`config.mk`:
```
export PLATFORM = sky130hd
export DESIGN_NAME = fft8_bitrev_input_loader
export DESIGN_NICKNAME = d
export VERILOG_FILES = /design/src/rtl/fft8_bitrev_input_loader.sv
export SDC_FILE = /design/constraint.sdc
export NUM_CORES = 1
export LEC_CHECK = 0
export CORE_MARGIN = 2
export CORE_UTILIZATION = 60
export DETAILED_ROUTE_END_ITERATION = 8
export DONT_BUFFER_PORTS = 1
export PLACE_DENSITY = 0.76
export SLEW_MARGIN = 20
export SYNTH_ARGS = -nofsm -noshare
export SYNTH_HDL_FRONTEND = slang
export SYNTH_SLANG_ARGS = --single-unit
```
`constraint.sdc`:
```
create_clock -name CLK -period 14 [get_ports CLK]
set_input_delay 2.8 -clock CLK [delete_from_list [all_inputs] [get_ports CLK]]
set_output_delay 2.8 -clock CLK [all_outputs]
set_load 0.02 [all_outputs]
```
`src/rtl/fft8_bitrev_input_loader.sv`:
```
// Input loader for the 8-point radix-2 FFT: gathers one complex sample per cycle
// into bit-reversed slots and presents the whole frame in parallel to stage 1.
module fft8_bitrev_input_loader #(
  parameter int DATA_WIDTH = 8
) (
  input  logic                    CLK,
  input  logic                    RST,
  input  logic [DATA_WIDTH-1:0]   IN_Real,
  input  logic [DATA_WIDTH-1:0]   IN_Img,
  input  logic                    IN_Valid,
  input  logic                    IN_Sop,
  output logic                    IN_Ready,
  output logic [8*DATA_WIDTH-1:0] OUT_Real,
  output logic [8*DATA_WIDTH-1:0] OUT_Img,
  output logic                    OUT_Valid,
  input  logic                    OUT_Ready,
  output logic [7:0]              W8_Index,
  output logic                    ERR_Sync
);

  typedef enum logic {
    FILL = 1'b0,
    FULL = 1'b1
  } state_t;

  state_t                state;
  state_t                state_next;
  logic [2:0]            cnt;
  logic [2:0]            cnt_next;
  logic                  err_q;
  logic                  err_next;
  logic                  wr_en;
  logic [2:0]            wr_slot;
  logic                  accept;
  logic [DATA_WIDTH-1:0] slot_re [8];
  logic [DATA_WIDTH-1:0] slot_im [8];

  function automatic logic [2:0] bitrev3(input logic [2:0] n);
    return {n[0], n[1], n[2]};
  endfunction

  assign accept = IN_Valid && IN_Ready;

  always_ff @(posedge CLK or posedge RST) begin
    if (RST) begin
      state <= FILL;
      cnt   <= 3'd0;
      err_q <= 1'b0;
    end else begin
      state <= state_next;
      cnt   <= cnt_next;
      err_q <= err_next;
    end
  end

  // An early SOP restarts the frame at slot 0 and flags the abort one cycle later;
  // non-SOP samples before any SOP are dropped because cnt stays at 0.
  always_comb begin
    state_next = state;
    cnt_next   = cnt;
    err_next   = 1'b0;
    wr_en      = 1'b0;
    wr_slot    = 3'd0;
    case (state)
      FILL: begin
        if (accept) begin
          if (IN_Sop) begin
            wr_en    = 1'b1;
            wr_slot  = 3'd0;
            cnt_next = 3'd1;
            err_next = (cnt != 3'd0);
          end else if (cnt != 3'd0) begin
            wr_en   = 1'b1;
            wr_slot = bitrev3(cnt);
            if (cnt == 3'd7) begin
              state_next = FULL;
              cnt_next   = 3'd0;
            end else begin
              cnt_next = cnt + 3'd1;
            end
          end
        end
      end
      FULL: begin
        if (OUT_Ready) begin
          state_next = FILL;
        end
      end
      default: begin
        state_next = FILL;
        cnt_next   = 3'd0;
      end
    endcase
  end

  always_ff @(posedge CLK or posedge RST) begin
    if (RST) begin
      for (int k = 0; k < 8; k++) begin
        slot_re[k] <= '0;
        slot_im[k] <= '0;
      end
    end else if (wr_en) begin
      slot_re[wr_slot] <= IN_Real;
      slot_im[wr_slot] <= IN_Img;
    end
  end

  for (genvar k = 0; k < 8; k++) begin : g_out
    assign OUT_Real[k*DATA_WIDTH +: DATA_WIDTH] = slot_re[k];
    assign OUT_Img[k*DATA_WIDTH +: DATA_WIDTH]  = slot_im[k];
  end

  assign IN_Ready  = (state == FILL);
  assign OUT_Valid = (state == FULL);
  assign ERR_Sync  = err_q;
  assign W8_Index  = 8'd0;

endmodule
```
==> results.yml <==
cells_and_area:
  seqCellArea_sq_um: 3330
  nets: 348
  n_fill_cell: 574
  final_common_cell: "dfrtp_1"
  drive_gt1_frac: 0.504
  most-common-layout-cells: "dfrtp_1, mux2_2, clkbuf_16"
  area_delta_synth_final_pct: 11.2
  diodes: 0
  layout.cells.non_filler: 445
  multi_input_area_sq_um: 1790
  final_area_sq_um: 5880
  fin_util: 0.680
sta:
  worst_slack_ns: 9.90
  final-hold-violation-count: 0
  rsz0062_at_grt: "false"
  worst_pin_slew_ns: 1.13
  final_max_slew_viol_count: 0
  relSlewSlack: 0.248
  hold_ws_ns: 0.650
  setup_viol: 0
  fin_skew_ns: 0.00866
  tns_ns: 0
  post-route-min-period_ns: 4.10
  post-route-period-util: 0.293
  max_freq_mhz: 244
setup_path:
  crit_chain: "inv_1"
  critPathLaunchType: "flip-flop"
  r2r_slack_ns: 11.34
  startpoint: "OUT_Valid$_DFF_PP0_"
  cp.required_ns: 11.20
  crit_path_top_delay_cell: "dfrtp_1"
  path_class: "flip-flop to output pin"
  worstSetupEndpointType: "output pin"
  rr_worst_depth: 5
  critPathMaxStageDelay_ns: 0.58
  path_delay_family: "flip-flops"
  regToRegStartpoint: "cnt[0]$_DFFE_PP0P_"
  worst-path-buf-inv: 1
  worstReg2RegEnd: "OUT_Img[16]$_DFFE_PP0P_"
  critPathMaxFanout: 6
  cp.arrival_ns: 1.30
placement:
  dp_hpwl_um: 6460
  place.gp.congestion: 0.808
  dp_cells: 413
  place_area_sq_um: 5280
  port_buffers: 0
  preCtsSetupSlack_ns: 9.43
clock_tree:
  cts_hold_buf: 0
  cts_root_buf: "clkbuf_8"
  numCtsBuffers: 17
  clk_pin_slew_worst_paths_ns: 0.06
  clock_path_buffers: 2
  cts-htree-levels: 4
  post-cts-setup-buffer-count: 0
  insertion_delay_ns: 0.50
  cts_tree: "built"
  cts_resized: 0
  cts_sinks: 133
routing:
  wl_um: 10200
  drtPass1Iterations: 4
  drc: 0
  ant_nets: 0
  dr.first_iter.drc_count: 96
  post_drt_wl_per_cell_um: 22.9
  via_per_inst: 5.94
  dr_total_vias: 2645
synthesis:
  synth-edff-count: 0
  synth_top_area_share: 0.630
  ys_top_cells_by_area: "dfrtp_1, mux2_2, mux2_4"
  synth_area_per_cell_sq_um: 16.7
  synth_area_sq_um: 5280
  yosys.area.top_type: "dfrtp_1"
  ys.warnings.count: 0
  ys_ff_latch: 133
  synthCells: 317
  ys_seq_area_frac: 0.630
  synth_ff_type: "dfrtp_1"
  synthArstFlopShare: 1.00
  ys_types: 26
floorplan:
  core_area_sq_um: 8640
  fp.dieH_um: 97.8
  io_pins: 160
  initial_core_util: 0.612
  rows: 34
  die_w_um: 97.8
  dieArea_sq_um: 9570
grt:
  grt_usage: 0.217
  grt_pass1_vias: 2746
  antenna_found_initial: 0
  grt_max_degree: 73
  grt_pass1_wl_um: 15800
  overflow: 0
min_path:
  min_from: "cnt[2]$_DFFE_PP0P_"
  hold_class: "flip-flop to flip-flop"
  hold_end: "cnt[2]$_DFFE_PP0P_"
  hold_path_depth: 1
power_and_ir_drop:
  p_leak_nw: 2.77
  p_per_area_nw_per_um2: 265
  peakVddDrop_v: 0.000137
  power_mw: 1.56
run:
  cap_violations: 0
outcome:
  outcome: "completed"
[cell type report]
class                      instances  share of cell area
clock buffer                      22              0.0805
clock inverter                    10              0.0207
inverter                           4             0.00298
multi-input combinational        167               0.305
sequential                       133               0.566
tap                              108              0.0230
timing repair buffer               1             0.00128
[power breakdown]
group          total [mW]  switching, mW  internal, mW  leakage [nW]
clock network       0.433          0.159         0.274         0.292
logic               0.240         0.0881         0.152         0.795
registers           0.886          0.336         0.551          1.68
total                1.56          0.583         0.976          2.77
[worst max path at each step]
stage                              endpoint  depth (start not counted)
detailed placement  OUT_Img[61]$_DFFE_PP0P_                          3
CTS                                IN_Ready                          1
global route                       IN_Ready                          1
floorplan                ERR_Sync$_DFF_PP0_                          1
finish                             IN_Ready                          1
global placement    OUT_Img[61]$_DFFE_PP0P_                          3
[layer usage]
metal / part of all wire / wire, um / vias up / global-route usage
met3: 0.10 / 1030 / 9 / 0.106
met2: 0.48 / 4880 / 115 / 0.344
met5: 0 / 0 / - / 0
met1: 0.41 / 4200 / 1391 / 0.264
li1: - / - / 1130 / -
met4: 0.0077 / 78 / 0 / 0.0684
[cells in the mapped netlist (3+ instances only)]
cell type and n:
buf_6 5, buf_4 11, mux2_2 118, ha_1 3
buf_2 3, nor2_1 3, nand4_2 3, o21ai_0 3
mux2_4 10, nand3_4 3, inv_1 4, dfrtp_1 133
nand2b_1 3
[state kept, by name, indices dropped and copies added, names as in the netlist]
signal and flops:
ERR_Sync 1, OUT_Img 64, OUT_Real 64, OUT_Valid 1
cnt 3
[kinds of logic (layout without fill, tap and decap cells)]
group	count (synthesis)	count (layout)	share of synthesized area
AOI/OAI and AO/OA	8	8	0.0104
adders and majority gates	3	3	0.00710
buffers and inverters	24	37	0.0358
DFF	133	133	0.630
muxes	128	128	0.280
other	1	8	0.000710
and+or+nand+nor	20	20	0.0362
Note: power is estimated with default switching activity, not from simulation.
